File: config.mk
export PLATFORM = sky130hd
export DESIGN_NAME = bus_arbiter
export DESIGN_NICKNAME = d
export VERILOG_FILES = /design/src/rtl/bus_arbiter.sv
export SDC_FILE = /design/constraint.sdc
export NUM_CORES = 1
export LEC_CHECK = 0
export CAP_MARGIN = 20
export CELL_PAD_IN_SITES_DETAIL_PLACEMENT = 1
export CELL_PAD_IN_SITES_GLOBAL_PLACEMENT = 1
export CORE_MARGIN = 1.5
export CORE_UTILIZATION = 29
export CTS_CLUSTER_DIAMETER = 80
export DETAILED_ROUTE_END_ITERATION = 10
export HOLD_SLACK_MARGIN = 0.05
export PLACE_DENSITY_LB_ADDON = 0.3
export SLEW_MARGIN = 30
export SYNTH_ARGS = -nofsm -noshare
export SYNTH_HDL_FRONTEND = slang
export SYNTH_SLANG_ARGS = --single-unit
File: constraint.sdc
create_clock -name CLK -period 2.2 [get_ports CLK]
set_clock_uncertainty 0.05 [all_clocks]
set_input_delay 0.44 -clock CLK [delete_from_list [all_inputs] [get_ports CLK]]
set_output_delay 0.44 -clock CLK [all_outputs]
set_load 0.02 [all_outputs]
File: src/rtl/bus_arbiter.sv
`default_nettype none
// ============================================================================
// Module   : bus_arbiter
// Purpose  : Round-robin owner selection for a shared serial bus, with a
//            mandatory idle turnaround between owners. Optional macro
//            BUS_ARB_TIMEOUT_EN revokes a grant that never asserts UTIL.
// Revision : 1.0 - initial release
// ============================================================================
module bus_arbiter #(
  parameter int NUM_MASTERS = 2,
  parameter int TIMEOUT     = 8
) (
  input  logic                           CLK,
  input  logic                           RST,
  input  logic [NUM_MASTERS-1:0]         M_REQ,
  input  logic [NUM_MASTERS-1:0]         M_UTIL,
  input  logic [NUM_MASTERS-1:0]         M_DONE,
  input  logic [NUM_MASTERS-1:0]         M_RW,
  input  logic [NUM_MASTERS-1:0]         M_BUS_OUT,
  output logic [NUM_MASTERS-1:0]         B_GRANT,
  output logic                           S_BUS_OUT,
  output logic                           S_RW,
  output logic                           S_UTIL,
  output logic                           BUS_BUSY,
  output logic [$clog2(NUM_MASTERS)-1:0] OWNER_ID
`ifdef BUS_ARB_TIMEOUT_EN
  ,
  output logic                           ARB_TIMEOUT
`endif
);

  localparam int            OW      = $clog2(NUM_MASTERS);
  localparam logic [OW-1:0] LAST_ID = OW'(NUM_MASTERS - 1);

  typedef enum logic [1:0] {
    ST_IDLE  = 2'd0,
    ST_ARMED = 2'd1,
    ST_BUSY  = 2'd2,
    ST_TURN  = 2'd3
  } state_t;

  state_t                 state_q, state_d;
  logic [NUM_MASTERS-1:0] grant_q, grant_d;
  logic [OW-1:0]          owner_q, owner_d;
  logic                   busy_q,  busy_d;
  logic [OW-1:0]          sel;
  logic                   sel_found;

`ifdef BUS_ARB_TIMEOUT_EN
  localparam logic [7:0] CNT_LAST = 8'(TIMEOUT - 1);
  logic [7:0] cnt_q, cnt_d;
  logic       timeout_q, timeout_d;
`endif

  // Scan starting just after the last owner so it gets lowest priority.
  always_comb begin
    sel       = owner_q;
    sel_found = 1'b0;
    for (int i = 1; i <= NUM_MASTERS; i++) begin
      if (!sel_found && M_REQ[(int'(owner_q) + i) % NUM_MASTERS]) begin
        sel_found = 1'b1;
        sel       = OW'((int'(owner_q) + i) % NUM_MASTERS);
      end
    end
  end

  always_comb begin
    state_d = state_q;
    grant_d = grant_q;
    owner_d = owner_q;
    busy_d  = busy_q;
`ifdef BUS_ARB_TIMEOUT_EN
    cnt_d     = cnt_q;
    timeout_d = 1'b0;
`endif
    case (state_q)
      ST_IDLE: begin
        if (sel_found) begin
          state_d      = ST_ARMED;
          grant_d      = '0;
          grant_d[sel] = 1'b1;
          owner_d      = sel;
          busy_d       = 1'b1;
`ifdef BUS_ARB_TIMEOUT_EN
          cnt_d        = 8'd0;
`endif
        end
      end
      ST_ARMED: begin
        // A request drop outranks UTIL arriving in the same cycle.
        if (!M_REQ[owner_q]) begin
          state_d = ST_TURN;
          grant_d = '0;
          busy_d  = 1'b0;
        end else if (M_UTIL[owner_q]) begin
          state_d = ST_BUSY;
        end
`ifdef BUS_ARB_TIMEOUT_EN
        else if (cnt_q == CNT_LAST) begin
          state_d   = ST_TURN;
          grant_d   = '0;
          busy_d    = 1'b0;
          timeout_d = 1'b1;
        end else begin
          cnt_d = cnt_q + 8'd1;
        end
`endif
      end
      ST_BUSY: begin
        // DONE is only honoured here so a stale level from the previous
        // transaction cannot end the next one before UTIL rises.
        if (M_DONE[owner_q] || !M_REQ[owner_q]) begin
          state_d = ST_TURN;
          grant_d = '0;
          busy_d  = 1'b0;
        end
      end
      ST_TURN: begin
        state_d = ST_IDLE;
      end
      default: begin
        state_d = ST_IDLE;
        grant_d = '0;
        busy_d  = 1'b0;
      end
    endcase
  end

  always_ff @(posedge CLK or posedge RST) begin
    if (RST) begin
      state_q <= ST_IDLE;
      grant_q <= '0;
      owner_q <= LAST_ID;
      busy_q  <= 1'b0;
    end else begin
      state_q <= state_d;
      grant_q <= grant_d;
      owner_q <= owner_d;
      busy_q  <= busy_d;
    end
  end

`ifdef BUS_ARB_TIMEOUT_EN
  always_ff @(posedge CLK or posedge RST) begin
    if (RST) begin
      cnt_q     <= 8'd0;
      timeout_q <= 1'b0;
    end else begin
      cnt_q     <= cnt_d;
      timeout_q <= timeout_d;
    end
  end

  assign ARB_TIMEOUT = timeout_q;
`endif

  assign B_GRANT   = grant_q;
  assign BUS_BUSY  = busy_q;
  assign OWNER_ID  = owner_q;
  assign S_BUS_OUT = busy_q & M_BUS_OUT[owner_q];
  assign S_RW      = busy_q & M_RW[owner_q];
  assign S_UTIL    = busy_q & M_UTIL[owner_q];

endmodule
`default_nettype wire

# Word-level counts from Yosys, hierarchy flattened
# Cells that the tools add are included.
[op_classes]
n_addsub = 2
n_lt_le_gt_ge = 5
n_eq_ne = 7
muxes = 35
bitwise = 5
n_reduce_logical = 10
[ops]
columns = ["cell", "count"]
rows = [
  ["$mux W1", 24],
  ["$mux W2", 7],
  ["$pmux W2 S4", 1],
  ["$lt A2 B3 Y1 const B", 2],
  ["$ne A2 B2 Y1 const B", 3],
  ["$pmux W2 S3", 1],
  ["$eq A2 B2 Y1 const B", 2],
  ["$lt A1 B2 Y1 const B", 2],
  ["$reduce_and A4 Y1", 1],
  ["$and A1 B1 Y1", 3],
  ["$ne A3 B3 Y1 const B", 1],
  ["$pmux W1 S3", 1],
  ["$reduce_and A3 Y1", 1],
  ["$reduce_bool A3 Y1", 1],
  ["$add A1 B1 Y1 const B", 2],
  ["$and A1 B1 Y1 const A", 2],
  ["$eq A2 B1 Y1 const B", 1],
  ["$logic_and A1 B1 Y1", 2],
  ["$logic_not A1 Y1", 2],
  ["$logic_not A2 Y1", 1],
  ["$reduce_and A2 Y1", 1],
  ["$demux W1 S1", 1],
  ["$ge A1 B1 Y1 const B", 1],
  ["$logic_or A1 B1 Y1", 1],
]
[totals]
ff_bits = 6
in_bits = 12
out_inout_bits = 7

# Longest topological paths before layout
# Gate-level depths: netlist (run 1).
[logic_depth]
word_depth = 15
ltp_mapped = 6
mapped_depth_nobuf = 6

# Worst setup path after synthesis (run 1)
# Ideal clock, no wire load.
[synth_path]
path_type = "reg-to-reg"
startpoint = "reg owner_q (netlist: OWNER_ID)"
endpoint = "reg grant_q[0] (netlist: B_GRANT[0])"
t_arrival_ns = 1.556
path_slack_ns = 0.469
path_stages_with_launch = 6
path_buffers = 1
synth_period_minus_slack_ns = 1.731
path_cell_list = "dfstp_2 -> buf_6 -> mux2_2 -> nand2_1 -> o311ai_2 -> mux2_2"
[synth_between]
elab_chain_len = 14
word_cells_on_any_way = 31
cone_classes = "2 x add/sub; 2 x order compare; 3 x eq/ne; 18 x mux; 6 x reduce/logical"
[synth_lines]
columns = ["element", "line_no", "rtl"]
rows = [
  ["start, declared", "44", "logic [OW-1:0] owner_q, owner_d;"],
  ["start signal, assigned", "138", "owner_q <= owner_d;"],
  ["$add A1 B1 Y1", "60, 62", ""],
  ["$mux W1 (implied by the code) (3 in a row)", "60", "if (!sel_found && M_REQ[(int'(owner_q) + i) % NUM_MASTERS]) begin"],
  ["$mux W1", "60", ""],
  ["$logic_not A1 Y1", "60", ""],
  ["$logic_and A1 B1 Y1", "60", ""],
  ["$mux W1", "60", ""],
  ["$lt A1 B2 Y1 (implied by the code) or $ge A1 B1 Y1 (tied branches)", "81", "grant_d[sel] = 1'b1;"],
  ["$logic_and A1 B1 Y1 (implied by the code)", "81", ""],
  ["$mux W1 (implied by the code)", "81", ""],
  ["$demux W1 S1", "81", ""],
  ["$mux W2", "78", "if (sel_found) begin"],
  ["$pmux W2 S3", "76", "case (state_q)"],
  ["end signal, assigned", "137", "grant_q <= grant_d;"],
  ["end, declared", "43", "logic [NUM_MASTERS-1:0] grant_q, grant_d;"],
]
# Several ways; a longest one is shown, not always the timed one. The select of a mux whose other input is x is not followed.
# A chain may end at the register's enable or synchronous reset.

# Worst setup path after layout (run 1)
[layout_path]
startpoint = "in M_BUS_OUT[1]"
endpoint = "out S_BUS_OUT"
[layout_between]
elab_chain_len = 3
[layout_lines]
columns = ["element", "line_no", "rtl"]
rows = [
  ["start, declared", "19", "input logic [NUM_MASTERS-1:0] M_BUS_OUT,"],
  ["$mux W1 (implied by the code) (2 in a row)", "160", "assign S_BUS_OUT = busy_q & M_BUS_OUT[owner_q];"],
  ["$and A1 B1 Y1", "160", ""],
  ["end, declared", "21", "output logic S_BUS_OUT,"],
]
# No other way between the ends. The select of a mux whose other input is x is not followed.

==> metrics.md, run 1 <==
| Metric | Value |
|---|---|
| Total grt overflow | 0 |
| CP Class | primary input to primary output |
| Cell taking the most area after synthesis | dfrtp_1 |
| Simple-gate share of the synthesized area | 0.137 |
| Syn. warnings | 0 |
| Core area | 1490 sq um |
| #FFs+latches synth | 6 |
| CTS Sinks | 6 |
| Critical path fanouts, max | 1 |
| CTS buffer count | 3 |
| Routed Antenna Nets | 0 |
| Antenna cells | 0 |
| CP Data Required Time | 1.71 ns |
| Met3 Resource Use GR | 0.0340 |
| Vias per cell | 4.89 |
| Final Critical Period | 2.14 ns |
| Post-Synth Adder-Cell Area | 0.0820 |
| RD Place Congestion | 0.698 |
| Hold slack | 0.352 ns |
| Yosys top cell area share | 0.273 |
| Ys async rst share | 1.00 |
| CP cell instances | clkdlybuf4s50_1, mux2i_1, nor2_1, clkdlybuf4s50_1 |
| XOR/XNOR share of the synthesized area | 0 |
| RSZ-0062 raised after global routing | no |
| Sequential cell area fraction in the yosys report | 0.331 |
| Clock Tree Buf Depth | 2 |
| Tcrit/Tclk final | 0.971 |
| First-pass GRT wire length | 1900 um |
| Tightest Pin Transition | 0.409 ns |
| Net Count, Synth | 60 |
| Pre-CTS WS | -0.0186 ns |
| Routed vias | 416 |
| Max-Cap Viols | 0 |
| Worst Hold Class | primary input to asynchronous set/reset pin |
| CTS tree | yes |
| Fmax achieved | 468 MHz |
| Synth top area cells | dfrtp_1 (27%), mux2_2 (15%), mux2i_1 (8.7%), ha_1 (8.2%), dfstp_2 (5.7%) |
| Global route hottest layer | met2 |
| Setup ws final | 0.0642 ns |
| Worst-Skew Late Latency | 0.25 ns |
| Number of remaining DRC errors | 0 |
| Post-synth EDFFs | 0 |
| Cell variety after synth | 18 |
| H-tree depth | 1 |
| P_leak | 0.000340 uW |
| DRT Wirelength | 1090 um |
| Synth Instances | 45 |
| CP peak stage delay | 0.61 ns |
| Slowest cell on crit path | clkdlybuf4s50_1 |
| # IOs | 19 |
| Final Max Tran Viols | 0 |
| # fillers | 167 |
| # hold bufs at CTS | 0 |
| Avg Cell Area, Syn | 10.2 sq um |
| Final hold vios | 0 |
| Die extent in x | 42.7 um |
| Worst VDD drop | 0.740 mV |
| Pwr Total | 979 uW |
| Main flop type after synthesis | dfrtp_1 |
| Setup violations, final | 0 |
| Netlist Area Pre-Place | 458 sq um |
| Number of core rows | 14 |
| M1 GR Usage | 0.173 |
| Mux contribution to synthesized area | 0.235 |
| Die height | 42.7 um |
| Outcome | complete, no violations |
| Share of layout cells above drive strength 1 | 0.246 |
| Starting Density | 0.308 |
| Synth Area in Compound Gates | 0.142 |
| Starting DRT DRC Count | 2 |
| Clock-pin slew on the worst setup and hold paths | 0.04 ns |
| Largest family of logic cells by synthesized area | multiplexers |
| Die area | 1830 sq um |
| GRT Util Overall | 0.144 |
| Layout area overhead | 53.0% |
| Post-DP HPWL | 846 um |
| Vias in the first global route | 412 |
| Nets | 85 |
| Initial antenna violation count | 0 |
| Crit end category | primary output |
| Most frequent cells after synthesis | inv_1 (6), mux2_2 (6), dfrtp_1 (5), nor2_1 (5), mux2i_1 (4) |
| Largest net degree at the start of global routing | 7 |
| Worst slew margin | 0.727 |
| PwrDens | 1400 nW/um^2 |
| Worst EP arrival | 1.65 ns |
| Most frequent CP cell | clkdlybuf4s50_1 |
| # port buffers | 18 |
| CP Launch Type | primary input |
| Clock root cell | clkbuf_4 |
| M2 GR Usage | 0.209 |
| TritonRoute pass-1 iters | 2 |
| WL/cell | 12.8 um |
## critical path: cells and delay by family
family        cells  cell delay, ns
buf+inv           2            1.06
mux               1            0.06
simple gates      1            0.09
## cell usage in the layout, fill, tap and decap left out, types with 2 or more instances in the layout
master	instances
dlymetal6s2s_1	2
mux2_2	6
mux2i_1	4
o21ai_0	2
inv_1	6
nor2_1	5
buf_4	3
dfrtp_1	5
clkdlybuf4s50_1	16
ha_1	3
clkbuf_4	3
nand2_1	3
a21oi_1	2
## sequential cells by signal, indices dropped and copies added, names as in the netlist
register and flops:
state_q 2, OWNER_ID 1, B_GRANT 2, BUS_BUSY 1
## area by class of cell
type                       count  area [sq um]  area share
sequential                     6           151       0.216
inverter                       6          22.5      0.0321
multi-input combinational     32           273       0.389
tap                           16          20.0      0.0286
clock buffer                   4          26.3      0.0375
timing repair buffer          21           208       0.296
## metrics by stage
stage | cell area [sq um] | TNS (ns) | instances | utilization
detailed placement | 654 | -0.0351 | 79 | 0.439
global placement | 654 | 0 | 79 | 0.439
global route | 701 | 0 | 85 | 0.471
finish | 701 | 0 | 85 | 0.471
floorplan | 458 | 0 | 45 | -
CTS | 696 | 0 | 85 | 0.467
## timing repair
action | 4_1_cts | 5_1_grt
setup endpoints to repair | 3 | 2
gates resized for setup | 0 | 2
pin swaps | 0 | 0
buffers inserted | 2 | 0
## report_power, final
part           total [uW]  internal (uW)  switching, uW
Combinational         644            337            307
Sequential            224            176           48.0
Clock                 111           68.8           41.7
## path summary, 6_finish.rpt
| kind | start | end | slack, ns | cells after the start |
|---|---|---|---|---|
| hold reg to reg | B_GRANT[1] | B_GRANT[1] | 0.46 | 1 |
| max in group asynchronous | RST | OWNER_ID | 1.50 | 2 |
| setup / recovery | M_BUS_OUT[1] | S_BUS_OUT | 0.06 | 4 |
| setup reg to reg | OWNER_ID | B_GRANT[0] | 0.32 | 5 |
| min in group CLK | B_GRANT[1] | B_GRANT[1] | 0.46 | 1 |
| hold / removal | RST | state_q[1] | 0.35 | 2 |
## per-layer routing
layer / vias to the layer above / part of all wire
met5: - / 0
met4: 0 / 0.038
met3: 4 / 0.062
met2: 13 / 0.47
met1: 194 / 0.43
li1: 205 / -
## kinds of logic (layout without fill, tap and decap cells)
| kind of cell | Yosys count | in the layout |
|---|---|---|
| and+or+nand+nor | 11 | 11 |
| muxes | 10 | 10 |
| AOI/OAI and AO/OA | 8 | 8 |
| buffers and inverters | 7 | 31 |
| DFF | 6 | 6 |
| adders and majority gates | 3 | 3 |
Note: power is estimated with default switching activity, not from simulation.
==> run 2, diff against run 1 <==
MAX_ROUTING_LAYER = met4   (was unset)
PLACE_DENSITY = 0.78   (was unset)
PLACE_DENSITY_LB_ADDON = unset   (was 0.3)
==> metrics.md, run 2 (synthesized netlist as in run 1, its figures left out) <==
| Metric | Value |
|---|---|
| Outcome | complete, no violations |
| Tightest Pin Transition | 0.413 ns |
| # IOs | 19 |
| Die height | 42.7 um |
| Starting DRT DRC Count | 0 |
| GRT Util Overall | 0.148 |
| Reg2Reg Setup Slack | 0.27 ns |
| M1 GR Usage | 0.171 |
| Global route hottest layer | met2 |
| M2 GR Usage | 0.245 |
| Met3 Resource Use GR | 0.0128 |
| Crit end category | primary output |
| CP Launch Type | primary input |
| Vias in the first global route | 458 |
| Worst r2r path cells | 6 |
| Worst EP arrival | 1.66 ns |
| Worst Hold Class | primary input to asynchronous set/reset pin |
| Finished Core Util | 0.473 |
| WL/cell | 12.8 um |
| Max-Cap Viols | 0 |
| Starting Density | 0.308 |
| Setup TNS | 0 ns |
| CTS Sinks | 6 |
| CTS buffer count | 3 |
| Placed cell area | 654 sq um |
| Die area | 1830 sq um |
| Antenna cells | 0 |
| Final instance area | 704 sq um |
| P_leak | 0.000334 uW |
| Number of core rows | 14 |
| Nets | 86 |
| Vias per cell | 4.98 |
| Die extent in x | 42.7 um |
| TritonRoute pass-1 iters | 1 |
| Routed Antenna Nets | 0 |
| CP Class | primary input to primary output |
| Clock-pin slew on the worst setup and hold paths | 0.06 ns |
| Layout area overhead | 53.8% |
| RR Startpoint | state_q[0] |
| Final Max Tran Viols | 0 |
| Clock root cell | clkbuf_4 |
| Initial antenna violation count | 0 |
| Hold slack | 0.345 ns |
| Worst slew margin | 0.724 |
| Setup violations, final | 0 |
| H-tree depth | 1 |
| RSZ-0062 raised after global routing | no |
| Post-DP HPWL | 879 um |
| CTS tree | yes |
| Worst-Skew Late Latency | 0.26 ns |
| Worst VDD drop | 0.538 mV |
| Reg-to-reg endpoint | B_GRANT[1] |
| Clock Tree Buf Depth | 2 |
| Number of remaining DRC errors | 0 |
| Final Critical Period | 2.15 ns |
| PwrDens | 1410 nW/um^2 |
| # port buffers | 18 |
| Commonest non-fill, non-tap cell in the layout | clkdlybuf4s50_1 |
| Most frequent cells in the layout | clkdlybuf4s50_1 (16), inv_1 (6), mux2_2 (6) |
| Routed vias | 428 |
| Share of layout cells above drive strength 1 | 0.257 |
| Critical path fanouts, max | 1 |
| Fmax achieved | 466 MHz |
| RD Place Congestion | 0.747 |
| First-pass GRT wire length | 1970 um |
| Largest net degree at the start of global routing | 8 |
| Core area | 1490 sq um |
| Tcrit/Tclk final | 0.976 |
| Final hold vios | 0 |
| CP Data Required Time | 1.71 ns |
| Total grt overflow | 0 |
| DRT Wirelength | 1100 um |
## run 2: cell types whose count changed in the layout (fill, tap and decap cells not counted), sizes merged
cell	previous run	this run
buf	3	4
dlygate4sd2	0	1
dlymetal6s2s	2	1
## run 2: worst max-delay path, cell delays in order
cell	delay [ns]
clkdlybuf4s50_1	0.46
mux2i_1	0.06
nor2_1	0.09
clkdlybuf4s50_1	0.61
## run 2: layout make-up
class	instances	area, sq um
inverter	6	22.5
tap	16	20.0
fill	179	785
timing repair buffer	22	211
multi-input combinational	32	273
clock buffer	4	26.3
sequential	6	151
## run 2: report_power, final
part,switching [uW],internal (uW)
Clock,48.3,69.2
Sequential,51.2,176
Combinational,307,344
## run 2: what timing repair did
item | 4_1_cts | 5_1_grt
setup endpoints to repair | 3 | 1
resized for setup | 1 | 1
setup buffers | 3 | 0
gates cloned | 0 | 0
hold buffers | 0 | 0
## run 2: layer usage
metal	vias up	part of all wire
met2	10	0.51
met4	0	0.030
met1	207	0.43
met5	-	0
li1	208	-
met3	3	0.034
## run 2: how the worst max path moves through the flow
stage | slack [ns] | from | cells after the start | end
after global routing | 0.02 | M_RW[1] | 4 | S_RW
after CTS | 0.02 | M_UTIL[0] | 4 | S_UTIL
final | 0.05 | M_RW[1] | 4 | S_RW
after detailed placement | -0.01 | M_BUS_OUT[1] | 4 | S_BUS_OUT
after floorplan | 0.47 | OWNER_ID | 5 | B_GRANT[0]
after global placement | 0.02 | M_UTIL[1] | 4 | S_UTIL
## run 2: per-stage QoR
| step | power [uW] | worst slack [ns] | instances |
|---|---|---|---|
| final | 996 | 0.0528 | 86 |
| after global routing | 1070 | 0.0179 | 86 |
| after CTS | 1010 | 0.0178 | 86 |
| after detailed placement | 854 | -0.0138 | 79 |
| after global placement | 842 | 0.0229 | 79 |
| after floorplan | 660 | 0.469 | 45 |
==> run 3, diff against run 2 <==
SKIP_LAST_GASP = 1   (was unset)
==> results of run 3 <==
The final DEF is identical to that of run 2; final timing and power are the same.
